### config.mk
export PLATFORM = sky130hd
export DESIGN_NAME = adi2axis_mc
export DESIGN_NICKNAME = d
export VERILOG_FILES = /design/src/rtl/adi2axis_pkg.sv /design/src/rtl/adi2axis_mc_if.sv /design/src/rtl/adi2axis_fifo.sv /design/src/rtl/adi2axis_mc.sv
export SDC_FILE = /design/constraint.sdc
export NUM_CORES = 1
export LEC_CHECK = 0
export BUFFER_PORTS_ARGS = -buffer_cell sky130_fd_sc_hd__clkbuf_2
export CAP_MARGIN = 20
export CORE_MARGIN = 3
export CORE_UTILIZATION = 30
export CTS_BUF_LIST = sky130_fd_sc_hd__clkbuf_4 sky130_fd_sc_hd__clkbuf_8
export DETAILED_ROUTE_END_ITERATION = 8
export HOLD_SLACK_MARGIN = 0.08
export SYNTH_ARGS = -nofsm -noshare
export SYNTH_HDL_FRONTEND = slang
export SYNTH_SLANG_ARGS = --single-unit
### constraint.sdc
create_clock -name AXIS_ACLK -period 9.6 [get_ports AXIS_ACLK]
set_clock_uncertainty 0.1 [all_clocks]
set_input_delay 1.92 -clock AXIS_ACLK [delete_from_list [all_inputs] [get_ports AXIS_ACLK]]
set_output_delay 1.92 -clock AXIS_ACLK [all_outputs]
set_load 0.02 [all_outputs]
### src/rtl/adi2axis_pkg.sv
// rtl/adi2axis_pkg.sv - shared encodings for the ADC-to-AXI-Stream capture block
package adi2axis_pkg;

  typedef enum logic [1:0] {
    ST_IDLE    = 2'd0,
    ST_ARMED   = 2'd1,
    ST_CAPTURE = 2'd2
  } state_e;

  typedef enum logic [1:0] {
    TRIG_IMM      = 2'd0,
    TRIG_EDGE     = 2'd1,
    TRIG_SYNC     = 2'd2,
    TRIG_IMM_ALT  = 2'd3
  } trig_mode_e;

  localparam int CTRL_EN       = 0;
  localparam int CTRL_MODE_LSB = 1;
  localparam int CTRL_CONT     = 3;
  localparam int CTRL_MASK_LSB = 8;

  localparam int STAT_BUSY     = 0;
  localparam int STAT_OVF      = 1;
  localparam int STAT_ARMED    = 2;
  localparam int STAT_CAPT     = 3;
  localparam int STAT_PKT_LSB  = 16;

endpackage

### src/rtl/adi2axis_mc_if.sv
// rtl/adi2axis_mc_if.sv - AXI-Stream beat bundle between buffer and stream port
interface adi2axis_mc_if #(
  parameter int DW = 64,
  parameter int SW = 8
);
  logic          tvalid;
  logic [DW-1:0] tdata;
  logic [SW-1:0] tstrb;
  logic          tlast;
  logic          tready;

  modport master (output tvalid, tdata, tstrb, tlast, input tready);
  modport slave  (input tvalid, tdata, tstrb, tlast, output tready);
endinterface

### src/rtl/adi2axis_fifo.sv
// rtl/adi2axis_fifo.sv - single-clock first-word-fall-through beat buffer
module adi2axis_fifo #(
  parameter int DATA_W = 64,
  parameter int STRB_W = 8,
  parameter int DEPTH  = 16
) (
  input  logic              clk,
  input  logic              rst_n,
  input  logic              wr_en,
  input  logic [DATA_W-1:0] wr_data,
  input  logic [STRB_W-1:0] wr_strb,
  input  logic              wr_last,
  output logic              full,
  output logic              empty,
  adi2axis_mc_if.master     rd
);
  localparam int AW = $clog2(DEPTH);
  localparam int W  = DATA_W + STRB_W + 1;

  logic [W-1:0]  mem [DEPTH];
  logic [AW-1:0] wp_q, wp_d, rp_q, rp_d;
  logic [AW:0]   cnt_q, cnt_d;
  logic          push, pop;

  // Count never exceeds DEPTH (a power of 2), so its MSB alone flags full.
  assign full  = cnt_q[AW];
  assign empty = (cnt_q == '0);
  assign push  = wr_en && !full;
  assign pop   = !empty && rd.tready;

  always_comb begin
    wp_d  = wp_q;
    rp_d  = rp_q;
    cnt_d = cnt_q;
    if (push) wp_d = wp_q + AW'(1);
    if (pop)  rp_d = rp_q + AW'(1);
    if (push && !pop)      cnt_d = cnt_q + (AW+1)'(1);
    else if (pop && !push) cnt_d = cnt_q - (AW+1)'(1);
  end

  always_ff @(posedge clk or negedge rst_n) begin
    if (!rst_n) begin
      wp_q  <= '0;
      rp_q  <= '0;
      cnt_q <= '0;
    end else begin
      wp_q  <= wp_d;
      rp_q  <= rp_d;
      cnt_q <= cnt_d;
    end
  end

  always_ff @(posedge clk) begin
    if (push) mem[wp_q] <= {wr_last, wr_strb, wr_data};
  end

  // Gate the head entry so the stream reads all-zero whenever nothing is buffered.
  assign rd.tvalid = !empty;
  assign {rd.tlast, rd.tstrb, rd.tdata} = empty ? '0 : mem[rp_q];

endmodule

### src/rtl/adi2axis_mc.sv
// rtl/adi2axis_mc.sv - multichannel sample capture with trigger FSM feeding an AXI-Stream master
module adi2axis_mc
  import adi2axis_pkg::*;
#(
  parameter int NUM_CH      = 2,
  parameter int CH_BYTES    = 4,
  parameter int FIFO_DEPTH  = 16,
  localparam int BEAT_BYTES = NUM_CH * CH_BYTES
) (
  input  logic                    AXIS_ACLK,
  input  logic                    AXIS_ARESETN,
  input  logic [31:0]             ctrl,
  input  logic [31:0]             xfer_beats,
  input  logic                    ovf_clr,
  output logic [31:0]             stat,
  input  logic [BEAT_BYTES*8-1:0] ddata,
  input  logic                    dvalid,
  input  logic                    dsync,
  input  logic                    trig,
  output logic                    ovf,
  output logic                    M_AXIS_TVALID,
  output logic [BEAT_BYTES*8-1:0] M_AXIS_TDATA,
  output logic [BEAT_BYTES-1:0]   M_AXIS_TSTRB,
  output logic                    M_AXIS_TLAST,
  input  logic                    M_AXIS_TREADY
);
  adi2axis_mc_if #(.DW(BEAT_BYTES*8), .SW(BEAT_BYTES)) axis_bus ();

  state_e                  state_q, state_d;
  trig_mode_e              mode_q, mode_d;
  logic [NUM_CH-1:0]       mask_q, mask_d;
  logic [31:0]             len_q, len_d, beat_q, beat_d;
  logic                    trig_q, trig_d;
  logic                    ovf_q, ovf_d, sticky_q, sticky_d;
  logic [15:0]             pkt_q, pkt_d;
  logic                    cap, drop, wr_en, wr_last, fifo_full, fifo_empty;
  logic [BEAT_BYTES*8-1:0] wr_data;
  logic [BEAT_BYTES-1:0]   wr_strb;
  logic                    unused_ctrl;

  assign unused_ctrl = ^{ctrl[31:CTRL_MASK_LSB+NUM_CH], ctrl[7:4]};

  always_comb begin
    wr_data = '0;
    wr_strb = '0;
    for (int c = 0; c < NUM_CH; c++) begin
      wr_data[c*CH_BYTES*8 +: CH_BYTES*8] = mask_q[c] ? ddata[c*CH_BYTES*8 +: CH_BYTES*8] : '0;
      wr_strb[c*CH_BYTES +: CH_BYTES]     = {CH_BYTES{mask_q[c]}};
    end
  end

  always_comb begin
    state_d = state_q;
    mode_d  = mode_q;
    mask_d  = mask_q;
    len_d   = len_q;
    beat_d  = beat_q;
    trig_d  = trig;
    cap     = 1'b0;
    case (state_q)
      ST_IDLE: begin
        if (ctrl[CTRL_EN] && xfer_beats != 32'd0) begin
          state_d = ST_ARMED;
          mode_d  = trig_mode_e'(ctrl[CTRL_MODE_LSB +: 2]);
          mask_d  = ctrl[CTRL_MASK_LSB +: NUM_CH];
          len_d   = xfer_beats;
          beat_d  = '0;
        end
      end
      ST_ARMED: begin
        if (!ctrl[CTRL_EN]) begin
          state_d = ST_IDLE;
        end else begin
          case (mode_q)
            TRIG_EDGE: if (trig && !trig_q) state_d = ST_CAPTURE;
            // The sync-marked sample itself is the first beat of the packet.
            TRIG_SYNC: if (dvalid && dsync) begin
              state_d = ST_CAPTURE;
              cap     = 1'b1;
            end
            default:   state_d = ST_CAPTURE;
          endcase
        end
      end
      ST_CAPTURE: cap = dvalid;
      default:    state_d = ST_IDLE;
    endcase

    wr_en   = cap && !fifo_full;
    drop    = cap && fifo_full;
    wr_last = (beat_q == len_q - 32'd1);
    if (wr_en) begin
      if (wr_last) begin
        beat_d  = '0;
        state_d = (ctrl[CTRL_CONT] && ctrl[CTRL_EN]) ? ST_ARMED : ST_IDLE;
      end else begin
        beat_d  = beat_q + 32'd1;
      end
    end

    ovf_d    = drop;
    sticky_d = drop ? 1'b1 : (ovf_clr ? 1'b0 : sticky_q);
    pkt_d    = pkt_q;
    if (M_AXIS_TVALID && M_AXIS_TREADY && M_AXIS_TLAST) pkt_d = pkt_q + 16'd1;
  end

  always_ff @(posedge AXIS_ACLK or negedge AXIS_ARESETN) begin
    if (!AXIS_ARESETN) begin
      state_q  <= ST_IDLE;
      mode_q   <= TRIG_IMM;
      mask_q   <= '0;
      len_q    <= '0;
      beat_q   <= '0;
      trig_q   <= 1'b0;
      ovf_q    <= 1'b0;
      sticky_q <= 1'b0;
      pkt_q    <= '0;
    end else begin
      state_q  <= state_d;
      mode_q   <= mode_d;
      mask_q   <= mask_d;
      len_q    <= len_d;
      beat_q   <= beat_d;
      trig_q   <= trig_d;
      ovf_q    <= ovf_d;
      sticky_q <= sticky_d;
      pkt_q    <= pkt_d;
    end
  end

  adi2axis_fifo #(
    .DATA_W (BEAT_BYTES*8),
    .STRB_W (BEAT_BYTES),
    .DEPTH  (FIFO_DEPTH)
  ) u_fifo (
    .clk     (AXIS_ACLK),
    .rst_n   (AXIS_ARESETN),
    .wr_en   (wr_en),
    .wr_data (wr_data),
    .wr_strb (wr_strb),
    .wr_last (wr_last),
    .full    (fifo_full),
    .empty   (fifo_empty),
    .rd      (axis_bus)
  );

  assign axis_bus.tready = M_AXIS_TREADY;
  assign M_AXIS_TVALID   = axis_bus.tvalid;
  assign M_AXIS_TDATA    = axis_bus.tdata;
  assign M_AXIS_TSTRB    = axis_bus.tstrb;
  assign M_AXIS_TLAST    = axis_bus.tlast;
  assign ovf             = ovf_q;

  always_comb begin
    stat                         = '0;
    stat[STAT_BUSY]              = (state_q != ST_IDLE) || !fifo_empty;
    stat[STAT_OVF]               = sticky_q;
    stat[STAT_ARMED]             = (state_q == ST_ARMED);
    stat[STAT_CAPT]              = (state_q == ST_CAPTURE);
    stat[STAT_PKT_LSB +: 16]     = pkt_q;
  end

endmodule

==> impl_results.html <==
<table>
<tr><th>Metric</th><th>Value</th></tr>
<tr><th colspan="2">GRT</th></tr>
<tr><td>Overflow after GRT</td><td>0</td></tr>
<tr><td>Initial antenna violation count</td><td>15</td></tr>
<tr><td>Global-route usage over all layers</td><td>14.1%</td></tr>
<tr><td>Number of global-route vias before repair</td><td>24,908</td></tr>
<tr><td>Largest net degree at the start of global routing</td><td>112</td></tr>
<tr><td>First-pass GRT wire length</td><td>168,000 um</td></tr>
<tr><th colspan="2">Power and ir drop</th></tr>
<tr><td>Internal Power</td><td>10.6 mW</td></tr>
<tr><td>Clock network fraction of design power</td><td>28.0%</td></tr>
<tr><td>Switching part of the total</td><td>between 30% and 40%</td></tr>
<tr><td>Proportion of power drawn by combinational gates</td><td>30.8%</td></tr>
<tr><td>Power per Cell Area</td><td>286 nW/um2</td></tr>
<tr><td>Psw</td><td>5.01 mW</td></tr>
<tr><td>Maximum resistive drop on vdd</td><td>0.000276 V</td></tr>
<tr><td>Sequential share of power</td><td>41.3%</td></tr>
<tr><td>LEAKAGE</td><td>approximately 18 nW</td></tr>
<tr><th colspan="2">Synthesis</th></tr>
<tr><td>Mean instance size in the synthesized netlist</td><td>20.5 um2</td></tr>
<tr><td>Synth top area share</td><td>about two thirds</td></tr>
<tr><td>Register area share after synthesis</td><td>73.4%</td></tr>
<tr><td>Post-synthesis instance area</td><td>47,400 um2</td></tr>
<tr><td>Synth area leader</td><td>sky130_fd_sc_hd__edfxtp_1</td></tr>
<tr><td>YS warnings</td><td>0</td></tr>
<tr><td>Synthesized instance count</td><td>roughly 2,300</td></tr>
<tr><td>Register bit count reported by yosys</td><td>1,174</td></tr>
<tr><td>Unique cell type count in the Yosys netlist</td><td>70</td></tr>
<tr><td>Number of enable-type register cells in the synthesized netlist</td><td>between 1,000 and 1,500</td></tr>
<tr><td>Leading cell types by total area after synthesis</td><td>sky130_fd_sc_hd__edfxtp_1 68%, sky130_fd_sc_hd__mux4_2 16%, sky130_fd_sc_hd__dfrtp_1 5.4%</td></tr>
<tr><td>Dominant register cell in the synthesized netlist</td><td>sky130_fd_sc_hd__edfxtp_1</td></tr>
<tr><td>Synth async-reset ratio</td><td>between 8 and 9%</td></tr>
<tr><td>Most instantiated library cell after synthesis</td><td>sky130_fd_sc_hd__edfxtp_1</td></tr>
<tr><td>Synth cell count leaders</td><td>1,072 x sky130_fd_sc_hd__edfxtp_1, 335 x sky130_fd_sc_hd__mux4_2, 147 x sky130_fd_sc_hd__and2_1, 102 x sky130_fd_sc_hd__dfrtp_1, 83 x sky130_fd_sc_hd__clkbuf_1</td></tr>
<tr><th colspan="2">Floorplanning</th></tr>
<tr><td>I/O pins</td><td>242</td></tr>
<tr><td>Placeable core region</td><td>157,000 um2</td></tr>
<tr><td>Die outline height</td><td>403 um</td></tr>
<tr><td>Cell Rows</td><td>145</td></tr>
<tr><td>Die width</td><td>403 um</td></tr>
<tr><td>Die outline area</td><td>163,000 um2</td></tr>
<tr><td>Effective utilization at floorplan</td><td>30.2%</td></tr>
<tr><th colspan="2">Outcome</th></tr>
<tr><td>Run status</td><td>complete, no violations</td></tr>
<tr><th colspan="2">Worst setup path</th></tr>
<tr><td>Crit end category</td><td>output port</td></tr>
<tr><td>Peak fanout along the critical path</td><td>a little under 100</td></tr>
<tr><td>R2R Setup Slk</td><td>~5100 ps</td></tr>
<tr><td>Worst setup path startpoint</td><td>u_fifo.rp_q[1]</td></tr>
<tr><td>Required time worst endpoint</td><td>7580 ps</td></tr>
<tr><td>Launching element type of the critical path</td><td>flop</td></tr>
<tr><td>Setup CP Type</td><td>reg -&gt; out</td></tr>
<tr><td>CP arrival</td><td>4470 ps</td></tr>
<tr><td>Worst flop-to-flop path startpoint</td><td>state_q[1]</td></tr>
<tr><th colspan="2">Routing</th></tr>
<tr><td>Routed wire length</td><td>115,000 um</td></tr>
<tr><td>Routed length per instance</td><td>23.8 um</td></tr>
<tr><td>Vias</td><td>about 23,000</td></tr>
<tr><td>Antenna Violating Nets Remaining</td><td>0</td></tr>
<tr><td>Starting DRT DRC Count</td><td>roughly 1,700</td></tr>
<tr><td>Vias per Instance</td><td>roughly 4.8</td></tr>
<tr><td>Number of remaining DRC errors</td><td>0</td></tr>
<tr><td>Detailed Routing Iterations Pass 1</td><td>5</td></tr>
<tr><th colspan="2">Timing</th></tr>
<tr><td>Headroom to the max-slew limit</td><td>29.2%</td></tr>
<tr><td>Setup repair after global routing missed its margin</td><td>false</td></tr>
<tr><td>Share of the cycle needed by the critical path after routing</td><td>between 60 and 70%</td></tr>
<tr><td>Final count of pins violating max slew</td><td>0</td></tr>
<tr><td>Tmin final</td><td>6490 ps</td></tr>
<tr><td>Setup tns final</td><td>0 ps</td></tr>
<tr><td>Worst-Margin Slew</td><td>1060 ps</td></tr>
<tr><td>Max Clk Rate</td><td>about 0.15 GHz</td></tr>
<tr><td>Number of setup violations in the final report</td><td>0</td></tr>
<tr><td>Final hold violation count</td><td>0</td></tr>
<tr><th colspan="2">Run</th></tr>
<tr><td>Number of max-cap violations</td><td>0</td></tr>
<tr><th colspan="2">CTS</th></tr>
<tr><td>Clk root buf</td><td>sky130_fd_sc_hd__clkbuf_8</td></tr>
<tr><td>Clk Latency, worst-skew pair</td><td>900 ps</td></tr>
<tr><td>CTS buffer count</td><td>slightly below 200</td></tr>
<tr><td>CTS tree</td><td>yes</td></tr>
<tr><td>Post-CTS setup buffer count</td><td>0</td></tr>
<tr><td>TritonCTS Sinks</td><td>1,174</td></tr>
<tr><td>H-Tree Level Count</td><td>4</td></tr>
<tr><td>Clock slew at reported path FFs</td><td>60 ps</td></tr>
<tr><td>Cells resized by post-CTS repair</td><td>0</td></tr>
<tr><td>Cts-stage hold buffer count</td><td>0</td></tr>
<tr><td>Clock Tree Buf Depth</td><td>3</td></tr>
<tr><th colspan="2">Place</th></tr>
<tr><td>Placed wire-length estimate after detailed placement</td><td>a little over 60,000 um</td></tr>
<tr><td>Port bufs</td><td>203</td></tr>
<tr><td>Routability Congestion</td><td>a little over 0.8</td></tr>
<tr><td>Placed instance area</td><td>50,700 um2</td></tr>
<tr><th colspan="2">Cells and area</th></tr>
<tr><td>Post-layout utilization of the core</td><td>a little over a third</td></tr>
<tr><td>Final #Nets</td><td>2,770</td></tr>
<tr><td>Final Cell Area</td><td>54,600 um2</td></tr>
<tr><td>Proportion of layout cells with a drive suffix above 1</td><td>35.0%</td></tr>
<tr><td>Area growth syn-to-layout</td><td>15.3%</td></tr>
<tr><th colspan="2">Hold path</th></tr>
<tr><td>Hold Startpoint</td><td>pkt_q[15]</td></tr>
<tr><td>Worst min path class</td><td>reg -&gt; reg</td></tr>
</table>
layer usage:
metal	part of all wire [%]	vias up	track usage [%]
met4	2.2	8	4.42
met2	47	657	22.4
li1	-	10069	-
met5	0.051	-	0
met1	44	12252	19.2
met3	6.6	187	3.43
logic make-up after synthesis:
kind of cell	after synthesis	synth area share, %
adders and majority gates	20	0.544
AOI/OAI and AO/OA	64	0.938
muxes	377	17.0
DFF	1174	73.4
and+or+nand+nor	424	5.06
xor gates and xnor gates	92	1.70
other	1	0.00792
buffers and inverters	154	1.42
power groups by stage:
stage                     sequential [mW]  combinational (mW)  clock, mW
after floorplan                      6.34                3.59          0
after global routing                 6.47                5.23       4.73
after detailed placement             6.55                4.94          0
final                                6.44                4.80       4.36
after global placement               6.54                4.91          0
after CTS                            6.45                4.96       4.50
layout by cell type, fill, tap and decap left out, types with 19 or more instances in the layout:
master and instances:
sky130_fd_sc_hd__mux4_2 335, sky130_fd_sc_hd__nor4_1 24, sky130_fd_sc_hd__clkbuf_2 202, sky130_fd_sc_hd__xnor2_1 48
sky130_fd_sc_hd__nand2_1 59, sky130_fd_sc_hd__nor3_1 24, sky130_fd_sc_hd__ha_1 19, sky130_fd_sc_hd__nand4_1 20
sky130_fd_sc_hd__xor2_1 44, sky130_fd_sc_hd__nor2_1 49, sky130_fd_sc_hd__clkbuf_8 200, sky130_fd_sc_hd__and2_1 135
sky130_fd_sc_hd__clkbuf_4 79, sky130_fd_sc_hd__edfxtp_1 1072, sky130_fd_sc_hd__dfrtp_1 96, sky130_fd_sc_hd__clkinv_1 38
sky130_fd_sc_hd__nand3_1 30, sky130_fd_sc_hd__inv_1 20, sky130_fd_sc_hd__mux2_2 39, sky130_fd_sc_hd__buf_4 30
state kept, by name, indices dropped and copies added (netlist names):
signal,cells
ovf,1
pkt_q,16
u_fifo.cnt_q,5
trig_q,1
sticky_q,1
u_fifo.rp_q,4
u_fifo.wp_q,4
beat_q,32
len_q,32
u_fifo.mem,1072
state_q,2
mode_q,2
mask_q,2
worst max-delay path, cell delays in order, from the launching register on:
cell and delay, ps:
sky130_fd_sc_hd__dfrtp_4 830, sky130_fd_sc_hd__buf_12 580, sky130_fd_sc_hd__buf_4 760, sky130_fd_sc_hd__mux4_2 420, sky130_fd_sc_hd__mux4_2 470, sky130_fd_sc_hd__and2_1 230, sky130_fd_sc_hd__clkbuf_2 180
worst paths after layout:
kind                                           to  cells past startpoint
worst max-delay path             M_AXIS_TDATA[20]                      6
worst min-delay path                    pkt_q[15]                      1
worst max register to register  u_fifo.mem[4][31]                      9
worst min register to register          pkt_q[15]                      1
max in group asynchronous          u_fifo.rp_q[1]                      2
min in group asynchronous                len_q[8]                      1
area by class of cell:
cell class | instances | area (um2)
timing repair buffer | 235 | 1300
clock buffer | 279 | 3350
inverter | 21 | 78.8
antenna | 4 | 10.0
clock inverter | 73 | 512
fill | 14629 | 102000
tap | 2058 | 2570
multi-input combinational | 989 | 12000
sequential | 1174 | 34800
stage by stage:
step           hold WS, ps  std cells  total power, mW  setup WS [ps]
6_report               373       4833             15.6           3110
4_1_cts                376       4829             15.9           2950
3_5_place_dp           364       4477             11.5           3830
2_1_floorplan          355       2317             9.93           4290
5_1_grt                386       4831             16.4           2920
3_3_place_gp           359       4477             11.5           3890
Power figures use the tool's default switching activity.
